### src/rtl/fractal_sync_pkg.sv
// Shared state encoding, sync request/response payload types and LFSR helpers
// for the fractal sync compute-unit traffic generator.
package fractal_sync_pkg;

  localparam int unsigned SYNC_LVL_W = 2;
  localparam int unsigned SYNC_ID_W  = 4;

  localparam logic [15:0] LFSR_TAPS = 16'hB400;
  localparam logic [15:0] LFSR_SEED = 16'hACE1;

  typedef enum logic [2:0] {
    ST_IDLE,
    ST_REQ,
    ST_WAIT,
    ST_GAP,
    ST_DONE
  } port_state_e;

  typedef struct packed {
    logic [SYNC_LVL_W-1:0] level;
    logic [SYNC_ID_W-1:0]  id;
  } sync_req_t;

  typedef struct packed {
    logic [SYNC_LVL_W-1:0] level;
    logic [SYNC_ID_W-1:0]  id;
    logic                  error;
  } sync_rsp_t;

  // Galois form, shifting right; a non-zero seed never reaches zero.
  function automatic logic [15:0] lfsr_step(input logic [15:0] s);
    return {1'b0, s[15:1]} ^ (s[0] ? LFSR_TAPS : 16'h0000);
  endfunction

endpackage

### src/rtl/fractal_sync_cu_tg_port.sv
// One CU sync channel: request -> wait for wake -> gap, repeated n_sync times.
// Request held until req_ready_i; responses have no backpressure and are always consumed.
module fractal_sync_cu_tg_port
  import fractal_sync_pkg::*;
#(
  parameter int unsigned LVL_W    = 2,
  parameter int unsigned ID_W     = 4,
  parameter int unsigned CNT_W    = 16,
  parameter int unsigned TO_W     = 12,
  parameter int unsigned GAP_W    = 4,
  parameter int unsigned RAND_GAP = 0,
  parameter int unsigned PORT_IDX = 0
) (
  input  logic             clk_i,
  input  logic             rst_ni,
  input  logic             start_i,
  input  logic [CNT_W-1:0] n_sync_i,
  input  logic [LVL_W-1:0] level_i,
  input  logic [ID_W-1:0]  id_i,
  input  logic [GAP_W-1:0] gap_i,
  input  logic [TO_W-1:0]  timeout_i,
  output logic             req_valid_o,
  output logic [LVL_W-1:0] req_level_o,
  output logic [ID_W-1:0]  req_id_o,
  input  logic             req_ready_i,
  input  logic             rsp_valid_i,
  input  logic [LVL_W-1:0] rsp_level_i,
  input  logic [ID_W-1:0]  rsp_id_i,
  input  logic             rsp_error_i,
  output logic [CNT_W-1:0] sync_cnt_o,
  output logic             err_o,
  output logic             busy_o,
  output logic             done_o
);

  port_state_e      state_q;
  logic             req_valid_q;
  logic [LVL_W-1:0] req_level_q;
  logic [ID_W-1:0]  req_id_q;
  logic [CNT_W-1:0] cnt_q;
  logic             err_q;
  logic [TO_W-1:0]  to_cnt_q;
  logic [GAP_W-1:0] gap_cnt_q;
  logic [15:0]      lfsr_q;

  logic [CNT_W:0]   cnt_inc;
  logic [CNT_W-1:0] cnt_sat;
  logic [TO_W:0]    to_inc;
  logic             last_sync;
  logic             mismatch;
  logic             to_hit;
  logic [GAP_W-1:0] gap_load;

  assign cnt_inc   = {1'b0, cnt_q} + 1'b1;
  assign cnt_sat   = (&cnt_q) ? cnt_q : cnt_inc[CNT_W-1:0];
  assign last_sync = (cnt_inc == {1'b0, n_sync_i});
  assign mismatch  = (rsp_level_i != level_i) || (rsp_id_i != id_i);
  // to_cnt_q counts completed WAIT cycles, so the abort fires at the end of
  // the timeout_i-th cycle without a response.
  assign to_inc    = {1'b0, to_cnt_q} + 1'b1;
  assign to_hit    = (timeout_i != '0) && (to_inc == {1'b0, timeout_i});
  assign gap_load  = (RAND_GAP != 0) ? lfsr_q[GAP_W-1:0] : gap_i;

  always_ff @(posedge clk_i or negedge rst_ni) begin
    if (!rst_ni) begin
      state_q     <= ST_IDLE;
      req_valid_q <= 1'b0;
      req_level_q <= '0;
      req_id_q    <= '0;
      cnt_q       <= '0;
      err_q       <= 1'b0;
      to_cnt_q    <= '0;
      gap_cnt_q   <= '0;
      lfsr_q      <= LFSR_SEED ^ 16'(PORT_IDX);
    end else begin
      unique case (state_q)
        ST_IDLE, ST_DONE: begin
          if (start_i) begin
            cnt_q <= '0;
            err_q <= 1'b0;
            if (n_sync_i == '0) begin
              state_q <= ST_DONE;
            end else begin
              state_q     <= ST_REQ;
              req_valid_q <= 1'b1;
              req_level_q <= level_i;
              req_id_q    <= id_i;
            end
          end
          if (rsp_valid_i) err_q <= 1'b1;
        end
        ST_REQ: begin
          // A wake before or together with acceptance cannot belong to this request.
          if (rsp_valid_i) err_q <= 1'b1;
          if (req_ready_i) begin
            state_q     <= ST_WAIT;
            req_valid_q <= 1'b0;
            req_level_q <= '0;
            req_id_q    <= '0;
            to_cnt_q    <= '0;
          end
        end
        ST_WAIT: begin
          if (rsp_valid_i) begin
            if (mismatch || rsp_error_i) err_q <= 1'b1;
            cnt_q <= cnt_sat;
            if (last_sync) begin
              state_q <= ST_DONE;
            end else begin
              state_q   <= ST_GAP;
              gap_cnt_q <= gap_load;
              if (RAND_GAP != 0) lfsr_q <= lfsr_step(lfsr_q);
            end
          end else if (to_hit) begin
            err_q   <= 1'b1;
            state_q <= ST_DONE;
          end else begin
            to_cnt_q <= to_cnt_q + 1'b1;
          end
        end
        ST_GAP: begin
          if (rsp_valid_i) err_q <= 1'b1;
          if (gap_cnt_q == '0) begin
            state_q     <= ST_REQ;
            req_valid_q <= 1'b1;
            req_level_q <= level_i;
            req_id_q    <= id_i;
          end else begin
            gap_cnt_q <= gap_cnt_q - 1'b1;
          end
        end
        default: state_q <= ST_IDLE;
      endcase
    end
  end

  assign req_valid_o = req_valid_q;
  assign req_level_o = req_level_q;
  assign req_id_o    = req_id_q;
  assign sync_cnt_o  = cnt_q;
  assign err_o       = err_q;
  assign done_o      = (state_q == ST_DONE);
  assign busy_o      = (state_q != ST_IDLE) && (state_q != ST_DONE);

endmodule

### src/rtl/fractal_sync_cu_tg.sv
// N_PORTS-channel barrier traffic generator for the fractal sync tree; config captured on start_i.
// Requests are valid/ready per port; done_o is registered one cycle behind the last port finishing.
module fractal_sync_cu_tg
  import fractal_sync_pkg::*;
#(
  parameter int unsigned N_PORTS  = 2,
  parameter int unsigned LVL_W    = 2,
  parameter int unsigned ID_W     = 4,
  parameter int unsigned CNT_W    = 16,
  parameter int unsigned TO_W     = 12,
  parameter int unsigned GAP_W    = 4,
  parameter int unsigned RAND_GAP = 0
) (
  input  logic                     clk_i,
  input  logic                     rst_ni,
  input  logic                     start_i,
  input  logic [CNT_W-1:0]         n_sync_i,
  input  logic [N_PORTS*LVL_W-1:0] cfg_level_i,
  input  logic [N_PORTS*ID_W-1:0]  cfg_id_i,
  input  logic [GAP_W-1:0]         cfg_gap_i,
  input  logic [TO_W-1:0]          cfg_timeout_i,
  output logic [N_PORTS-1:0]       req_valid_o,
  output logic [N_PORTS*LVL_W-1:0] req_level_o,
  output logic [N_PORTS*ID_W-1:0]  req_id_o,
  input  logic [N_PORTS-1:0]       req_ready_i,
  input  logic [N_PORTS-1:0]       rsp_valid_i,
  input  logic [N_PORTS*LVL_W-1:0] rsp_level_i,
  input  logic [N_PORTS*ID_W-1:0]  rsp_id_i,
  input  logic [N_PORTS-1:0]       rsp_error_i,
  output logic [N_PORTS*CNT_W-1:0] sync_cnt_o,
  output logic                     busy_o,
  output logic                     done_o,
  output logic [N_PORTS-1:0]       err_o
);

  logic [CNT_W-1:0]         n_sync_q;
  logic [N_PORTS*LVL_W-1:0] level_q;
  logic [N_PORTS*ID_W-1:0]  id_q;
  logic [GAP_W-1:0]         gap_q;
  logic [TO_W-1:0]          timeout_q;
  logic                     done_q;

  logic [N_PORTS-1:0]       port_busy;
  logic [N_PORTS-1:0]       port_done;
  logic                     start_go;

  logic [CNT_W-1:0]         n_sync_cur;
  logic [N_PORTS*LVL_W-1:0] level_cur;
  logic [N_PORTS*ID_W-1:0]  id_cur;
  logic [GAP_W-1:0]         gap_cur;
  logic [TO_W-1:0]          timeout_cur;

  assign busy_o   = |port_busy;
  assign start_go = start_i & ~busy_o;

  // Ports act on the start cycle itself, so they see the live config then and
  // the captured copy for the rest of the run.
  assign n_sync_cur  = start_go ? n_sync_i      : n_sync_q;
  assign level_cur   = start_go ? cfg_level_i   : level_q;
  assign id_cur      = start_go ? cfg_id_i      : id_q;
  assign gap_cur     = start_go ? cfg_gap_i     : gap_q;
  assign timeout_cur = start_go ? cfg_timeout_i : timeout_q;

  always_ff @(posedge clk_i or negedge rst_ni) begin
    if (!rst_ni) begin
      n_sync_q  <= '0;
      level_q   <= '0;
      id_q      <= '0;
      gap_q     <= '0;
      timeout_q <= '0;
      done_q    <= 1'b0;
    end else begin
      if (start_go) begin
        n_sync_q  <= n_sync_i;
        level_q   <= cfg_level_i;
        id_q      <= cfg_id_i;
        gap_q     <= cfg_gap_i;
        timeout_q <= cfg_timeout_i;
      end
      done_q <= start_go ? 1'b0 : &port_done;
    end
  end

  assign done_o = done_q;

  for (genvar p = 0; p < N_PORTS; p++) begin : g_port
    fractal_sync_cu_tg_port #(
      .LVL_W    (LVL_W),
      .ID_W     (ID_W),
      .CNT_W    (CNT_W),
      .TO_W     (TO_W),
      .GAP_W    (GAP_W),
      .RAND_GAP (RAND_GAP),
      .PORT_IDX (p)
    ) u_port (
      .clk_i       (clk_i),
      .rst_ni      (rst_ni),
      .start_i     (start_go),
      .n_sync_i    (n_sync_cur),
      .level_i     (level_cur[p*LVL_W +: LVL_W]),
      .id_i        (id_cur[p*ID_W +: ID_W]),
      .gap_i       (gap_cur),
      .timeout_i   (timeout_cur),
      .req_valid_o (req_valid_o[p]),
      .req_level_o (req_level_o[p*LVL_W +: LVL_W]),
      .req_id_o    (req_id_o[p*ID_W +: ID_W]),
      .req_ready_i (req_ready_i[p]),
      .rsp_valid_i (rsp_valid_i[p]),
      .rsp_level_i (rsp_level_i[p*LVL_W +: LVL_W]),
      .rsp_id_i    (rsp_id_i[p*ID_W +: ID_W]),
      .rsp_error_i (rsp_error_i[p]),
      .sync_cnt_o  (sync_cnt_o[p*CNT_W +: CNT_W]),
      .err_o       (err_o[p]),
      .busy_o      (port_busy[p]),
      .done_o      (port_done[p])
    );
  end

endmodule

### config.mk
export PLATFORM = sky130hd
export DESIGN_NAME = fractal_sync_cu_tg
export DESIGN_NICKNAME = d
export VERILOG_FILES = /design/src/rtl/fractal_sync_pkg.sv /design/src/rtl/fractal_sync_cu_tg_port.sv /design/src/rtl/fractal_sync_cu_tg.sv
export SDC_FILE = /design/constraint.sdc
export NUM_CORES = 1
export LEC_CHECK = 0
export ABC_AREA = 1
export CORE_MARGIN = 8
export CORE_UTILIZATION = 35
export DETAILED_ROUTE_END_ITERATION = 10
export PLACE_DENSITY_LB_ADDON = 0.05
export SYNTH_ARGS = -nofsm -noshare
export SYNTH_HDL_FRONTEND = slang
export SYNTH_HIERARCHICAL = 1
export SYNTH_SLANG_ARGS = --single-unit
### constraint.sdc
create_clock -name clk_i -period 2.5 [get_ports clk_i]
set_input_delay 0.625 -clock clk_i [delete_from_list [all_inputs] [get_ports clk_i]]
set_output_delay 0.625 -clock clk_i [all_outputs]
set_load 0.02 [all_outputs]
==> run metrics <==
via count 8,991; reg2reg end g_port[0].u_port/to_cnt_q[2]; Clock Latency Late Sink 420 ps; Netlist cell types 45; min Tclk post-route 2570 ps; TritonCTS clock tree yes; Inst Count DP 1,821; r2r setup slk -70 ps; Initial Util 35.5%; Clock Tree Root clkbuf_16; total grt overflow 0; Max-cap violations 0; Critical Path Fanout Max 10; Hold WC Path Type input port to asynchronous set/reset pin; Peak Freq 389 MHz; Worst R2R Path Depth 20; warnings from Yosys 6; Diodes inserted 0; num ports 115; Synth Flop Type dfrtp_1; gr usage total 19.1%; R2R Path Start g_port[1].u_port/state_q[1]; Filler Cell Count 2,437; routed len/inst 15.5 um; Die ar. 29,800 um^2; area grow syn2layout 44.9%; Seq/Total Area, Yosys 38.2%; DIE WIDTH 173 um; CTS buffer count 17; final worst-path cycle share 103%; Post-synth EDFFs 0; Max Clock Skew 11.5 ps; post-route setup slack -68.5 ps; Final Net Count 1,609; Post-Syn Area 8590 um^2; Max-slew headroom 53.8%; initial antenna violation count 1; Critical Path RT 2850 ps; Post-synth ARST share 100%; actual slew at the worst max-slew pin 693 ps; net count after synthesis 1,355; clk slew on worst S/H paths 70 ps; cts hold-fix bufs 0; Finished Core Util 51.5%; unrepaired setup endpoints after global routing true; drt pass-1 iters 5; Worst VDD drop 500 uV; Slew Viols, Final 0; Final Hold Vio Count 0; clk sink count 131; DR DRC count 0; crit start category flop; port bufs 114; H-tree levels 4; Arr. time, crit path 2920 ps; Avg Cell Area, Syn 6.69 um^2; Clock Tree Buf Depth 2; endpoint type of the worst setup path flop; FF+latch count, synth 131; Final setup viols 33; Total Routed Length 29,100 um; largest net degree at the start of global routing 48; vias in the first global route 8,790; Vias/cell 4.80; Cell Count, Final, Fillers Out 1,874; post-route ant nets 0; RePlAce Congestion 0.857; cell row count 57; failing checks negative setup slack; CP Class flop to flop; Syn Inst Count 1,284; outcome complete, but fails checks; proportion of layout cells with a drive suffix above 1 22.6%; first-pass GRT wire length 46,800 um; commonest non-fill, non-tap cell in the layout nand2_1; PwrDens 1150 nW/um^2; most frequent cells in the layout nand2_1, nand3_1, inv_1; LEAKAGE 5.86 nW; initial DRC count 496; DP HPWL 22,100 um; Placeable Area 24,200 um^2; chip height 173 um
## routing by layer
layer,track usage (%),part of all wire (%),vias to the layer above
li1,-,-,4673
met1,26.3,49,4122
met2,30.5,46,177
met3,3.64,4.6,17
met4,4.31,0.85,2
met5,0,0.045,-
## power breakdown
group,internal (mW),switching [mW]
combinational,3.73,4.92
sequential,2.70,0.289
clock,1.62,1.01
total,8.05,6.22
## through the flow
stage / hold WS, ps / worst slack (ps) / cell area [um^2] / TNS (ps) / power (mW)
after CTS: 137 / -98.3 / 12000 / -2180 / 13.5
after floorplan: 329 / 3.82 / 8610 / 0 / 7.03
final: 118 / -68.5 / 12400 / -1080 / 14.3
after global placement: 452 / -387 / 11000 / -12030 / 10.1
after detailed placement: 456 / -283 / 11000 / -12750 / 10.1
after global routing: 144 / -274 / 12400 / -10480 / 15.3
## worst max path at each step
stage	slack [ps]	from	cells after the start	end
global route	-270	g_port[1].u_port/state_q[1]	18	g_port[0].u_port/to_cnt_q[2]
CTS	-100	g_port[1].u_port/state_q[0]	16	g_port[0].u_port/req_id_o[1]
detailed placement	-280	cfg_timeout_i[0]	15	g_port[0].u_port/to_cnt_q[2]
floorplan	4	g_port[1].u_port/state_q[1]	15	g_port[0].u_port/req_level_o[1]
global placement	-390	n_sync_i[0]	13	g_port[1].u_port/req_valid_o
finish	-70	g_port[1].u_port/state_q[1]	20	g_port[0].u_port/to_cnt_q[2]
## sequential cells by signal, indices dropped and copies added (netlist names), 6 cells and up
register                  cells
g_port.u_port/gap_cnt_q       8
timeout_q                    12
n_sync_q                     16
id_q                          8
g_port.u_port/req_id_o        8
g_port.u_port/to_cnt_q       24
g_port.u_port/state_q         6
g_port.u_port/sync_cnt_o     32
## cell type report
class	instances	area [um^2]	share of cell area (%)
Timing Repair Buffer	260	2370	19.0
Clock buffer	19	453	3.64
Clock inverter	12	154	1.24
Inverter	161	607	4.88
Tap cell	324	405	3.26
Sequential cell	131	3280	26.4
Multi-Input combinational cell	967	5170	41.6
## worst max-delay path: stages (launching register included)
cell and delay, ps:
dfrtp_1 390, nor2_2 140, inv_2 70, nor2_4 220
nand2_8 100, buf_12 150, buf_4 130, nand2_1 60
nand2_2 90, buf_6 140, inv_1 40, nand3_1 70
nand2_1 100, nand3_2 90, nor2_2 100, nand3_2 130
nand2_4 140, nand2_8 100, nand2_8 100, nand2_1 60
nand2_1 60
## cell usage after synthesis, types with 3 or more instances
library cell | instances | share of area, %
xnor2_1 | 9 | 0.92
dfrtp_1 | 131 | 38
nand2_1 | 459 | 20
nor3_1 | 11 | 0.64
nor2_1 | 120 | 5.2
buf_6 | 3 | 0.39
o21ai_0 | 33 | 1.9
buf_2 | 18 | 1.0
and3_1 | 3 | 0.22
nand2_4 | 4 | 0.52
nor2_2 | 11 | 0.80
nand3_1 | 160 | 9.3
nor2_4 | 4 | 0.52
inv_1 | 145 | 6.3
ha_1 | 6 | 0.87
xor2_1 | 9 | 0.92
nand3b_1 | 18 | 1.6
nor4_1 | 3 | 0.22
o21ai_1 | 8 | 0.47
o22ai_1 | 33 | 2.4
nand4_1 | 27 | 2.0
inv_2 | 14 | 0.61
nand2_2 | 11 | 0.80
a21oi_1 | 14 | 0.82
## timing repair
| action | 4_1_cts | 5_1_grt |
|---|---|---|
| gates resized for setup | 87 | 99 |
| buffers inserted | 7 | 10 |
| endpoints found under the setup margin | 54 | 85 |
| hold endpoints to repair | 0 | 0 |
| pin swaps | 12 | 34 |
| gates cloned | 3 | 2 |
## cells by family after synthesis
logic type / synth area share (%)
compound gates: 6.67
xor+xnor: 2.36
fa+ha+maj: 0.874
buf+inv: 9.01
flops: 38.2
simple gates: 42.9
Note: power is estimated with default switching activity, not from simulation.
